==> src/rtl/fetch_cycle.sv <==
// fetch_cycle: RV32 instruction-fetch stage with PC, imem request port and IF/ID register.
// Handles stalls, execute redirects and variable-latency memory by inserting NOP bubbles.
module fetch_cycle #(
    parameter logic [31:0] RESET_PC  = 32'h0000_0000,
    parameter logic [31:0] NOP_INSTR = 32'h0000_0013
) (
    input  logic        clk,
    input  logic        reset,
    input  logic        StallF,
    input  logic        FlushD,
    input  logic        PCSrcE,
    input  logic [31:0] PCTargetE,
    output logic        imem_req,
    output logic [31:0] imem_addr,
    input  logic        imem_ready,
    input  logic [31:0] imem_rdata,
    output logic [31:0] instructionF,
    output logic [31:0] PCF,
    output logic        ValidF,
    output logic        FetchBusyF
);

    typedef enum logic [1:0] {
        S_FETCH   = 2'd0,
        S_DISCARD = 2'd1,
        S_HOLD    = 2'd2
    } state_t;

    state_t      state;
    logic [31:0] pc;
    logic [31:0] redir_pc;
    logic [31:0] hold_buf;
    logic        hs;
    logic [31:0] target;
    logic [31:0] pc_plus4;
    logic        deliver;
    logic        bubble;
    logic [31:0] deliver_data;

    // Request port and busy flag follow the state; the address is the current PC
    assign imem_req   = (state != S_HOLD);
    assign imem_addr  = pc;
    assign hs         = imem_req & imem_ready;
    assign target     = PCTargetE & 32'hFFFF_FFFC;
    assign pc_plus4   = pc + 32'd4;
    assign FetchBusyF = (state == S_DISCARD) |
                        ((state == S_FETCH) & ~imem_ready);

    // Decide what IF/ID receives this cycle: a real instruction, a bubble, or nothing
    always_comb begin
        deliver      = 1'b0;
        bubble       = 1'b0;
        deliver_data = hold_buf;
        unique case (state)
            S_FETCH: begin
                if (hs) begin
                    if (PCSrcE) begin
                        bubble = 1'b1;
                    end else if (!StallF) begin
                        deliver      = 1'b1;
                        deliver_data = imem_rdata;
                    end
                end else begin
                    bubble = ~StallF;
                end
            end
            S_DISCARD: begin
                bubble = ~StallF;
            end
            S_HOLD: begin
                if (PCSrcE) begin
                    bubble = 1'b1;
                end else if (!StallF) begin
                    deliver = 1'b1;
                end
            end
            default: begin
                bubble = 1'b1;
            end
        endcase
        if (FlushD) begin
            deliver = 1'b0;
            bubble  = 1'b1;
        end
    end

    // Fetch FSM: PC, pending redirect target and stall buffer
    always_ff @(posedge clk or posedge reset) begin
        if (reset) begin
            state    <= S_FETCH;
            pc       <= RESET_PC;
            redir_pc <= RESET_PC;
            hold_buf <= NOP_INSTR;
        end else begin
            unique case (state)
                S_FETCH: begin
                    if (hs) begin
                        if (PCSrcE) begin
                            pc <= target;
                        end else if (StallF) begin
                            hold_buf <= imem_rdata;
                            state    <= S_HOLD;
                        end else begin
                            pc <= pc_plus4;
                        end
                    end else if (PCSrcE) begin
                        redir_pc <= target;
                        state    <= S_DISCARD;
                    end
                end
                S_DISCARD: begin
                    if (hs) begin
                        pc    <= PCSrcE ? target : redir_pc;
                        state <= S_FETCH;
                    end else if (PCSrcE) begin
                        redir_pc <= target;
                    end
                end
                S_HOLD: begin
                    if (PCSrcE) begin
                        pc    <= target;
                        state <= S_FETCH;
                    end else if (!StallF) begin
                        pc    <= pc_plus4;
                        state <= S_FETCH;
                    end
                end
                default: begin
                    state <= S_FETCH;
                end
            endcase
        end
    end

    // IF/ID pipeline register
    always_ff @(posedge clk or posedge reset) begin
        if (reset) begin
            instructionF <= NOP_INSTR;
            PCF          <= 32'd0;
            ValidF       <= 1'b0;
        end else if (deliver) begin
            instructionF <= deliver_data;
            PCF          <= pc;
            ValidF       <= 1'b1;
        end else if (bubble) begin
            instructionF <= NOP_INSTR;
            PCF          <= 32'd0;
            ValidF       <= 1'b0;
        end
    end

endmodule

==> config.mk <==
export PLATFORM = sky130hd
export DESIGN_NAME = fetch_cycle
export DESIGN_NICKNAME = d
export VERILOG_FILES = /design/src/rtl/fetch_cycle.sv
export SDC_FILE = /design/constraint.sdc
export NUM_CORES = 1
export LEC_CHECK = 0
export ABC_AREA = 1
export CELL_PAD_IN_SITES_DETAIL_PLACEMENT = 1
export CELL_PAD_IN_SITES_GLOBAL_PLACEMENT = 2
export CORE_MARGIN = 2
export CORE_UTILIZATION = 30
export DETAILED_ROUTE_END_ITERATION = 10
export PLACE_DENSITY = 0.84
export SETUP_SLACK_MARGIN = 0.4
export SLEW_MARGIN = 20
export SYNTH_ARGS = -nofsm -noshare
export SYNTH_HDL_FRONTEND = slang
export SYNTH_SLANG_ARGS = --single-unit
export TNS_END_PERCENT = 30
==> constraint.sdc <==
create_clock -name clk -period 7.8 [get_ports clk]
set_clock_uncertainty 0.05 [all_clocks]
set_input_delay 1.56 -clock clk [delete_from_list [all_inputs] [get_ports clk]]
set_output_delay 1.56 -clock clk [all_outputs]
set_load 0.05 [all_outputs]
### Word level (Yosys, flattened, before mapping)

Cells that the tools add are included.

| word-level totals | value |
|---|---|
| bits of input ports | 70 |
| word-level logic and storage cells | 65 |
| output and inout port bits | 99 |
| bits in read-only memories | 0 |
| memories | 0 |
| bits in latches | 0 |
| register bits after elaboration | 163 |
| bits in writable memories | 0 |

| cells by class | value |
|---|---|
| muxes and demuxes | 33 |
| bitwise logic cells | 7 |
| shift operators | 0 |
| reductions and logical operators | 8 |
| magnitude comparators | 0 |
| multipliers | 0 |
| equality and inequality tests | 9 |
| add/subtract/negate cells | 1 |
| div/mod/pow operators | 0 |

Operators by type and width:

| operator | number |
|---|---|
| $mux W32 | 13 |
| $pmux W32 S3 | 1 |
| $add A32 B3 Y32 const B | 1 |
| $mux W2 | 7 |
| $ne A3 B3 Y1 const B | 4 |
| $mux W1 | 9 |
| $ne A2 B2 Y1 const B | 3 |
| $pmux W2 S3 | 1 |
| $reduce_and A5 Y1 | 1 |
| $not A1 Y1 | 4 |
| $reduce_and A4 Y1 | 1 |
| $pmux W1 S3 | 1 |
| $reduce_and A3 Y1 | 1 |
| $reduce_bool A3 Y1 | 1 |
| $and A1 B1 Y1 | 2 |
| $eq A2 B1 Y1 const B | 1 |
| $eq A2 B2 Y1 const B | 1 |
| $logic_not A2 Y1 | 1 |
| $pmux W1 S2 | 1 |
| $reduce_and A2 Y1 | 1 |
| $reduce_bool A2 Y1 | 1 |
| $reduce_or A2 Y1 | 1 |
| $or A1 B1 Y1 | 1 |

### Depth between registers and ports, before layout

Gate-level depths: netlist of the first run.

| logic depth | value |
|---|---|
| word-level depth | 7 |
| depth in mapped cells | 10 |
| gate-level depth less buffers | 9 |

### Least setup slack after synthesis of the first run

No wires, ideal clock.

| timing | value |
|---|---|
| path kind | input -> output |
| start point | input imem_ready |
| end point | output FetchBusyF |
| stages on the path | 4 |
| data required time | 6190 ps |
| path buffers | 1 |
| path slack | 3807 ps |
| arrival | 2383 ps |
| cells stage by stage | nor2_2 > inv_2 > clkbuf_1 > nand2_1 |

| between the ends | value |
|---|---|
| word-level cells in the longest chain between the ends | 3 |

Ends and longest elaborated chain:

| item | line | text |
|---|---|---|
| from (decl) | 15 | `input logic imem_ready,` |
| $not A1 Y1 | 47 | `((state == S_FETCH) & ~imem_ready);` |
| $and A1 B1 Y1 | 47 |  |
| $or A1 B1 Y1 | 46 | `assign FetchBusyF = (state == S_DISCARD) \|` |
| to (decl) | 20 | `output logic FetchBusyF` |

Every way passes these cells.

### Final worst setup path of the first run

Ends and elaborated chain as after synthesis.

==> run summary, run 1 <==
The total vias in the final route is 7,069. The logs give 2.65 ns for the worst-case setup slack after placement and 0.00409 mm2 for the area taken by flip-flops and latches. Static timing analysis puts the maximum clock frequency at 0.193 GHz. The worst setup path is of the input port to output pin kind. The final-stage net count was 1,195. The initial antenna violation count was 0.

For the all-layer global routing usage, the log shows 0.188. The setup slack of the critical path after layout was 2.63 ns; the sum of negative setup slack was 0 ns. The worst relative slew slack was 0.287; the net switching power was 0.911 mW.

The count of nets left with antenna violations once routing finished came out at 0. Entering global routing, the biggest net connects 100 pins. After detailed routing, the average wire length per cell comes to 17.5 um. The logs give 0.416 for the sequential power share and 4 for the total number of H-tree levels. The flow ran to the end, and the final reports show no timing, DRC or antenna violations. The final weighted congestion of routability-driven global placement was 0.823; the cell area after placement was 0.00982 mm2. 0 antenna diodes ended up in the layout.

Hold repair after CTS inserted 0 buffers. For this design the top-level I/O count stands at 169. The tools report the number of placement rows as 59.

The cell area after synthesis was 0.00798 mm2; the fraction of final layout cells sized beyond drive strength 1 was 0.0844. Internal power comes to 1.61 mW. The effective utilization at floorplan was 0.306. STA classifies the critical path endpoint as an output pin. In this run, CTS created clock tree buffers numbering 17. The logic gate share of total power is 0.241, and the pin slew with the least headroom to its limit is 1.07 ns.

The first detailed-routing pass ran for 4 iterations. Synthesis produced a netlist with a net count of 1,050. For the die area, the log shows 0.0279 mm2.

The utilization after layout was 0.400; the wire length of the first global-routing pass was 41,600 um. Along the worst path, the maximum fanout reaches 28. The worst hold path belongs to the class register to register. Summed over all layers, the global routing overflow is 0. Buffers added to address setup during post-CTS repair amount to 0. The buffer levels on the longest clock path was 2; the area of the core was 0.0261 mm2. For the worst-skew pair, the clock arrives at the later sink with an insertion delay of 0.43 ns.

Mean instance size in the synthesized netlist: 8.15 um2. Total power for the finished layout comes to 2.52 mW. The tools report the count of warnings emitted by yosys as 0. The sort of element at the start of the critical path is an input port. The logs give 3,089 for the layout filler cell count and 0.431 ns for the worst hold slack. The worst-case IR drop observed on VDD is 0.102 mV. In this run, synthesis produced a sequential element count of 163. Setup repair after global routing left no endpoint under its margin. For this design the static power due to leakage is 4.63 nW. The post-route standard cell area excluding fillers is 0.0104 mm2. The placed wire-length estimate after detailed placement was 17,800 um. From synthesis to final layout, the design area changed by 30.6%. The number of cells in the finished layout apart from fillers came out at 1,472.

The final-report hold violation count was 0; the data arrival time at the worst-slack endpoint was 3.56 ns. The switching fraction of total power is 0.362. The number of global-route vias before repair is 7,233.

The tools report the clock root buffer as clkbuf_16. The setup violation total in the final timing report is 0, and the endpoint required time on the critical path is 6.19 ns. The routed design has 25,700 um of wire. Once the clock tree was built, the resizer swapped 0 gates to a different size. In the final layout, the multi-input gates occupy 0.00301 mm2. The vias per cell is 4.80. The remaining design rule violation count was 0; the chip width was 167 um. The share of the cycle needed by the critical path after routing was 0.663; the max-slew violation count was 0. The run gives 0 as the total of max-cap violations. The count of cell types in the netlist came out at 37. The total power density per cell area was 242 mW/mm2. The number of DRC markers in iteration 0 was 447. The sequential-to-total area share from yosys stat is 0.512. The overall die height was 167 um; the final critical-path required period was 5.17 ns. The share of total power in the clock network was 0.343; the clock input transition at the sequential cells of the worst setup and hold paths was 0.07 ns.

The gate count after technology mapping came out at 979. Counting tap cells, the placed design contains a total of 1,440 instances. Input and output buffers added on the ports amount to 166.

TritonCTS built the clock tree. The clock sink total is 163.
worst paths after layout:
| check | from | end | slack, ns | cells past startpoint |
|---|---|---|---|---|
| hold / removal | redir_pc[29]$_DFFE_PP0P_ | redir_pc[29]$_DFFE_PP0P_ | 0.43 | 2 |
| max in group asynchronous | reset | imem_addr[18]$_DFFE_PP0P_ | 4.56 | 3 |
| min in group asynchronous | reset | instructionF[6]$_DFFE_PP0P_ | 1.69 | 2 |
| setup / recovery | imem_ready | FetchBusyF | 2.63 | 5 |
| hold reg to reg | redir_pc[29]$_DFFE_PP0P_ | redir_pc[29]$_DFFE_PP0P_ | 0.43 | 2 |
| setup reg to reg | state[1]$_DFFE_PP0P_ | imem_addr[25]$_DFFE_PP0P_ | 4.77 | 7 |
state kept, by name (all words and copies together), names as in the netlist:
name / cells
PCF: 32
hold_buf: 32
imem_addr: 32
instructionF: 32
redir_pc: 32
state: 2
ValidF: 1
final cells by class:
| class | count | area share |
|---|---|---|
| inverter | 163 | 0.0595 |
| timing repair buffer | 170 | 0.162 |
| tap | 335 | 0.0403 |
| sequential | 163 | 0.392 |
| multi-input combinational | 609 | 0.289 |
| clock buffer | 18 | 0.0412 |
| clock inverter | 14 | 0.0154 |
cells in the final DEF, fill, tap and decap left out, types with 2 or more instances in the layout:
master | Yosys | routed
o21ai_0 | 104 | 104
clkdlybuf4s50_1 | 0 | 166
mux2_2 | 2 | 2
nor2_1 | 80 | 79
inv_1 | 157 | 156
a22oi_1 | 5 | 5
o21ai_2 | 27 | 27
inv_6 | 0 | 7
buf_4 | 2 | 4
o22ai_1 | 50 | 50
nor3_4 | 3 | 3
a31oi_1 | 6 | 6
inv_8 | 0 | 4
nor2_2 | 10 | 11
dfstp_2 | 6 | 6
inv_2 | 4 | 4
nand3_1 | 37 | 37
nand3_4 | 2 | 2
dfrtp_1 | 157 | 157
and2_1 | 2 | 2
a21oi_1 | 61 | 61
nand2_1 | 209 | 208
clkbuf_16 | 0 | 17
nand2_4 | 1 | 2
cells in the mapped netlist, drive strengths merged:
cell type | number | share of area
a211oi | 1 | 0.00094
a21boi | 1 | 0.00094
a21oi | 61 | 0.038
a22oi | 5 | 0.0047
a31oi | 6 | 0.0047
and2 | 2 | 0.0016
buf | 25 | 0.025
clkbuf | 19 | 0.0093
clkinv | 1 | 0.00047
dfrtp | 157 | 0.49
dfstp | 6 | 0.020
ha | 1 | 0.0016
inv | 162 | 0.077
mux2 | 3 | 0.0042
nand2 | 211 | 0.10
nand3 | 39 | 0.028
nor2 | 91 | 0.047
nor3 | 4 | 0.0067
o2111ai | 1 | 0.0011
o21ai | 131 | 0.095
o21bai | 1 | 0.00094
o22ai | 50 | 0.039
o31ai | 1 | 0.00094
per-layer routing:
layer	wire, um	vias to the layer above	global-route usage
met2	11800	116	0.292
met4	276	0	0.0416
met5	0	-	0
li1	-	3441	-
met3	673	16	0.0271
met1	13000	3496	0.277
kinds of logic (layout without fill, tap and decap cells):
logic type	count (synthesis)	after routing	share of synthesized area
and+or+nand+nor	347	347	0.183
AOI/OAI and AO/OA	258	258	0.187
buffers and inverters	207	365	0.112
DFF	163	163	0.512
muxes	3	3	0.00424
adders and majority gates	1	1	0.00157
power groups by stage:
stage	combinational, mW	clock (mW)	sequential (mW)
2_1_floorplan	0.252	0	1.18
3_3_place_gp	0.596	0	1.06
3_5_place_dp	0.607	0	1.06
4_1_cts	0.610	0.887	1.05
5_1_grt	0.663	0.921	1.06
6_report	0.606	0.863	1.05
worst max-delay path, stage by stage:
cell	delay, ns
clkdlybuf4s50_1	0.59
nor2_2	0.09
inv_2	0.43
nand2_1	0.15
clkdlybuf4s50_1	0.74
(Power assumes the default switching activity.)
==> run 2: changes to the inputs <==
--- a/config.mk
+++ b/config.mk
@@ -9,9 +9,9 @@
 export CELL_PAD_IN_SITES_DETAIL_PLACEMENT = 1
 export CELL_PAD_IN_SITES_GLOBAL_PLACEMENT = 2
 export CORE_MARGIN = 2
-export CORE_UTILIZATION = 30
+export CORE_UTILIZATION = 27
 export DETAILED_ROUTE_END_ITERATION = 10
-export PLACE_DENSITY = 0.84
+export PLACE_DENSITY = 0.8
 export SETUP_SLACK_MARGIN = 0.4
 export SLEW_MARGIN = 20
 export SYNTH_ARGS = -nofsm -noshare
==> constraint.sdc (replaced) <==
create_clock -name clk -period 4.7 [get_ports clk]
set_clock_uncertainty 0.05 [all_clocks]
set_input_delay 0.94 -clock clk [delete_from_list [all_inputs] [get_ports clk]]
set_output_delay 0.94 -clock clk [all_outputs]
set_load 0.05 [all_outputs]
==> run summary, run 2 (synthesis results as in run 1) <==
The run finished with clean final reports. By instance count, the cell type seen most on the critical path is clkdlybuf4s50_1. Type of the tightest min-delay check: register to register. In this run the power spent charging and discharging nets is 1.50 mW. The clock tree synthesis step divided the H-tree into 4 levels. The first global-routing pass estimated 42,100 um of wire.

At the worst endpoint, the required time is 3.71 ns. The all-layer global routing usage came out at 0.175. The number of buffers inserted during clock tree synthesis is 17, and the layout filler cell count is 3,444. Fraction of final layout cells sized beyond drive strength 1: 0.0908. Category of the critical setup timing path: input port to output pin. The initialized floorplan defines 62 standard-cell rows. The worst-case IR drop observed on VDD is 0.219 mV. The effective utilization at floorplan is 0.276, and the number of detailed-route iterations in the first pass is 4.

The worst setup path is captured at an output pin. The switching fraction of total power came out at 0.359. The sequential power share is 0.416. The tools report the number of global-route vias before repair as 7,356. The remaining global-route overflow was 0; the final weighted congestion of routability-driven global placement was 0.846.

Entering global routing, the biggest net connects 69 pins. In this run the critical register-to-register path is launched from state[0]$_DFFE_PP0P_. The count of nets left with antenna violations once routing finished came out at 0.

Hold timing on the final database bottoms out at a slack of 0.423 ns. Initial antenna violation count: 0. Including well taps, the total number of placed cells is 1,497. Setup violations remaining at the end of the flow were counted as 0.

The run gives 0.340 as the share of total power in the clock network. The routed layout has 7,021 vias. The run gives 163 as the clock sink total. After detailed routing, the number of remaining DRC violations is 0.

For the final routed database, the setup TNS stands at 0 ns. Static leakage power: 4.65 nW. The tools report the clock root buffer as clkbuf_16. For this block, the initial DRC count from the detailed router was 463. The share of the cycle needed by the critical path after routing is 0.773, and the delay contributed by the slowest stage of the critical path is 0.81 ns.

The worst relative slew slack is 0.286. TritonCTS built the clock tree. The setup slack of the critical path after layout is 1.07 ns. The region available for standard cell placement spans 0.0289 mm2. The largest driver fanout on the critical path is 5, and the count of cells along the worst register-to-register path is 6. The final-report hold violation count is 0.

Sort of element at the start of the critical path: an input port. The clock passes through at most 2 buffers. The highest clock rate is 0.275 GHz, and the clock input transition at the sequential cells of the worst setup and hold paths is 0.07 ns. The final critical-path required period was 3.63 ns; the number of instances on the worst hold path was 2. The overall die height is 176 um. For the worst-skew pair, the clock arrives at the later sink with an insertion delay of 0.43 ns. The dominant delay contributor by cell family on the critical path is buffers and inverters. Power consumption: 4.17 mW. Dividing total power by cell area gives a power density of 396 mW/mm2. The standard cell with the maximum stage delay on the critical path is clkdlybuf4s50_1.

The pin slew with the least headroom to its limit is 1.07 ns. The chip width was 176 um. The die covers 0.0309 mm2. The library cells used most frequently in the layout, excluding fill and tap cells, are nand2_1 (208), clkdlybuf4s50_1 (166), dfrtp_1 (157), inv_1 (156), o21ai_0 (104). Leaving out fill and tap cells, the most frequent cell in the layout is nand2_1. Post-CTS timing repair inserted 0 buffers for setup. Compared with the post-synthesis result, the final layout area differs by 32.3%.

For the internal power of the cells, the log shows 2.68 mW. Setup repair after global routing left no endpoint under its margin. The max-slew violation count came out at 0.

In this run the tool buffered the top-level ports with 166 buffer cells. STA puts the critical path data arrival time at 2.64 ns. The run gives 1,203 as the final-stage net count. The vias per cell came out at 4.59. The finished layout holds 1,529 standard cells, fillers aside.

In this run the most critical hold path is launched from redir_pc[27]$_DFFE_PP0P_. The signal on the critical path passes through clkdlybuf4s50_1, nor2_2, inv_2, nand2_1, clkdlybuf4s50_1. Across the run, the number of max-cap violations was 0.

For hold timing, the worst endpoint is redir_pc[27]$_DFFE_PP0P_. The routed design has 26,000 um of wire. During I/O placement, the number of pins put on the boundary was 169.

The number of buffers and inverters on the critical path is 3, and the slack of the worst reg-to-reg path is 2.32 ns. The logic gate share of total power came out at 0.243. OpenSTA, run right after detailed placement, puts the worst setup slack at 1.05 ns. Once detailed placement completed, the half-perimeter wirelength came to 18,500 um.

The average detailed-routed wire length per instance works out to 17.0 um. In this run the critical register-to-register path is captured at PCF[5]$_DFFE_PP0P_. The tools report the total of hold buffers inserted after clock tree synthesis as 0. The number of gates resized after CTS was 0. The number of antenna diodes in the final layout is 0.
run 2: worst max-delay path by stage:
stage / startpoint / to / cells after the start / slack (ns)
2_1_floorplan: reset / PCF[0]$_DFFE_PP0P_ / 1 / 1.64
3_3_place_gp: imem_ready / FetchBusyF / 5 / 1.04
3_5_place_dp: imem_ready / FetchBusyF / 5 / 1.05
4_1_cts: imem_ready / FetchBusyF / 5 / 1.03
5_1_grt: imem_ready / FetchBusyF / 5 / 0.97
6_report: imem_ready / FetchBusyF / 5 / 1.07
run 2: cell type report:
type	instances	area (um2)	area share
multi-input combinational	609	3000	0.285
clock inverter	13	143	0.0135
clock buffer	19	443	0.0420
inverter	163	618	0.0586
timing repair buffer	178	1780	0.168
sequential	163	4090	0.387
tap	384	480	0.0455
run 2: worst register-to-register path, stage by stage (launching register included):
cell and delay [ns]:
dfrtp_1 0.48, inv_2 0.10, nand2_4 0.08, nand3_1 0.07, o2111ai_1 0.16, nand3_4 0.82, o22ai_1 0.48
run 2: stage by stage:
step | utilization | area [um2]
after floorplan | - | 7980
after global placement | 0.345 | 9960
after detailed placement | 0.345 | 9960
after CTS | 0.366 | 10600
after global routing | 0.366 | 10600
final | 0.366 | 10600
run 2: power groups by stage:
stage,Clock (mW),Sequential (mW),Combinational [mW]
after global placement,0,1.76,1.00
final,1.42,1.74,1.01
after global routing,1.52,1.77,1.12
after floorplan,0,1.96,0.418
after detailed placement,0,1.77,1.02
after CTS,1.46,1.74,1.03
run 2: metal layers:
metal,vias up,share of wire,global-route usage,wire length [um]
met3,21,0.030,0.0279,792
met5,-,0,0,0
met2,116,0.45,0.268,11700
met1,3430,0.50,0.255,13100
met4,0,0.017,0.0489,437
li1,3454,-,-,-
==> run 3: changes to the inputs <==
--- a/config.mk
+++ b/config.mk
@@ -9,9 +9,9 @@
 export CELL_PAD_IN_SITES_DETAIL_PLACEMENT = 1
 export CELL_PAD_IN_SITES_GLOBAL_PLACEMENT = 2
 export CORE_MARGIN = 2
-export CORE_UTILIZATION = 27
+export CORE_UTILIZATION = 30
 export DETAILED_ROUTE_END_ITERATION = 10
-export PLACE_DENSITY = 0.8
+export PLACE_DENSITY = 0.84
 export SETUP_SLACK_MARGIN = 0.4
 export SLEW_MARGIN = 20
 export SYNTH_ARGS = -nofsm -noshare
==> constraint.sdc (replaced) <==
create_clock -name clk -period 3.6 [get_ports clk]
set_clock_uncertainty 0.05 [all_clocks]
set_input_delay 0.72 -clock clk [delete_from_list [all_inputs] [get_ports clk]]
set_output_delay 0.72 -clock clk [all_outputs]
set_load 0.05 [all_outputs]
==> run summary, run 3 (synthesis results as in run 1) <==
The region available for standard cell placement spans 0.0261 mm2. Relative to the synthesized area, the layout overhead comes to 32.1%. Routed wire length: 25,400 um.

The number of clock buffers added by TritonCTS is 17. Remaining design rule violation count: 0. Worst relative slew slack: 0.594. Gates resized during post-CTS repair numbered 0. Static timing analysis puts the maximum clock frequency at 0.375 GHz.

The effective utilization at floorplan was 0.306. On the critical path, the stage with the largest delay is an instance of clkdlybuf4s50_1. The wire length of the first global-routing pass is 41,200 um, and the sum of negative setup slack is 0 ns.

The run gives 0.0279 mm2 as the die area. Registers take 0.00409 mm2. The run gives 0.868 as the final weighted congestion of routability-driven global placement. Leaving out fill and tap cells, the most frequent cell in the layout is nand2_1.

The count of buffers added on input and output ports is 166. Entering global routing, the biggest net connects 68 pins. The tools report the total of max-cap violations as 0. The critical path goes through inv_2, nand2_4, clkdlybuf4s50_1. The final-report hold violation count is 0.

TritonCTS built the clock tree. The share of the cycle needed by the critical path after routing was 0.741; the total number of H-tree levels was 4. STA classifies the critical path endpoint as an output pin. The run gives 0 as the total of hold buffers inserted after clock tree synthesis. The average detailed-routed wire length per instance was 17.1 um. The layout filler cell count was 3,060. The critical path in this run is classified as register to output pin. For the all-layer global routing usage, the log shows 0.185. VDD sags by at most 0.225 mV. Number of global-route vias before repair: 7,454. The final critical-path required period is 2.67 ns.

The tools report the sort of element at the start of the critical path as a register. Endpoint required time on the critical path: 2.83 ns. The number of detailed-route iterations in the first pass was 4; the buffer levels on the longest clock path was 2. For the pin with the worst max-slew slack, the measured transition is 0.609 ns. After detailed routing, the number of vias per cell comes to 4.74. Fraction of final layout cells sized beyond drive strength 1: 0.0949.

The tools report the total vias in the final route as 7,039. CTS saw 163 sinks. Setup repair after global routing left no endpoint under its margin. The area used by multi-input combinational logic is 0.00300 mm2.

The critical path contains buffers and inverters numbering 2 combined. After layout, the worst setup slack is 0.931 ns. For the slack of the worst reg-to-reg path, the log shows 1.38 ns.

The number of buffers inserted to repair setup after CTS came out at 0. After the first detailed-routing iteration, the DRC count stood at 430. The run gives 4.69 nW as the static leakage power. Dominant delay contributor by cell family on the critical path: buffers and inverters. Global routing finished with a remaining overflow of 0.

The tools report the max-slew violation count as 0. The run finished with clean final reports. The logs give 1.90 ns for the data arrival time at the worst-slack endpoint and 1 for the initial antenna violation count. For this run, the slowest stage of the critical path takes 0.82 ns.

The largest driver fanout on the critical path works out to 5. The min-delay analysis places its worst path in the category register to register. Clock input transition at the sequential cells of the worst setup and hold paths: 0.07 ns. After the last flow step, the layout net total stands at 1,206. Cell area after placement: 0.00994 mm2.

The wire-length estimate of the detail-placed layout is 18,400 um. Clock tree synthesis selected as its root buffer the cell clkbuf_16. 169 I/O pins were placed. In this run the power density over the cells is 517 mW/mm2. The overall die height was 167 um; the setup violation total in the final timing report was 0. The tools report the latest clock arrival within the worst-skew pair as 0.43 ns. With fillers left out, the area of the finished cells amounts to 0.0105 mm2. The die is 167 um wide. The worst-case setup slack after placement is 0.619 ns, and the final antenna-violating net count is 0.

In this run the core area contains 59 standard-cell rows. The library cells used most frequently in the layout, excluding fill and tap cells, are nand2_1 (208), clkdlybuf4s50_1 (165), dfrtp_1 (157), inv_1 (156), o21ai_0 (104).
[run 3: cell types whose count changed in the layout (fill, tap and decap cells not counted), sizes merged]
cell,change
clkinv,+4
clkbuf,-2
buf,+4
diode,+1
clkinvlp,-2
clkdlybuf4s50,-1
[run 3: per-layer routing]
metal  up-vias  share of wire  GRT usage
met5         -              0          0
met1      3422           0.50      0.269
met4         0          0.020     0.0592
met2       136           0.45      0.285
met3        26          0.034     0.0273
li1       3455              -          -
[run 3: path summary, 6_finish.rpt]
check | startpoint | end | cells past startpoint
max | state[0]$_DFFE_PP0P_ | imem_req | 3
min | redir_pc[26]$_DFFE_PP0P_ | redir_pc[26]$_DFFE_PP0P_ | 2
max reg2reg | state[1]$_DFFE_PP0P_ | imem_addr[27]$_DFFE_PP0P_ | 7
min reg2reg | redir_pc[26]$_DFFE_PP0P_ | redir_pc[26]$_DFFE_PP0P_ | 2
max in group asynchronous | reset | PCF[2]$_DFFE_PP0P_ | 3
min in group asynchronous | reset | hold_buf[5]$_DFFE_PP0P_ | 2
[run 3: area by class of cell]
type / instances / area share
well taps: 335 / 0.0398
inverters: 163 / 0.0587
repair buffers: 181 / 0.172
multi-input cells: 609 / 0.285
diodes: 1 / 0.000238
flip-flops and latches: 163 / 0.388
clock inverters: 15 / 0.0164
clock buffers: 17 / 0.0404
[run 3: tightest hold or removal path: stages (launching register included)]
cell	delay [ns]
dfrtp_1	0.35
nand2_1	0.05
nand2_1	0.05
[run 3: metrics by stage]
stage	cells	hold WS [ns]	util	total power, mW
after global routing	1484	0.458	0.404	5.73
after detailed placement	1451	0.411	0.381	3.63
after floorplan	979	0.392	-	3.11
final	1484	0.427	0.404	5.45
after CTS	1483	0.429	0.404	5.52
after global placement	1451	0.404	0.381	3.60
[run 3: report_power, final]
| group | leakage [nW] | internal (mW) | total, mW | switching, mW |
|---|---|---|---|---|
| Combinational | 2.31 | 0.438 | 1.32 | 0.882 |
| Clock | 0.288 | 0.989 | 1.86 | 0.869 |
| Sequential | 2.09 | 2.06 | 2.27 | 0.206 |
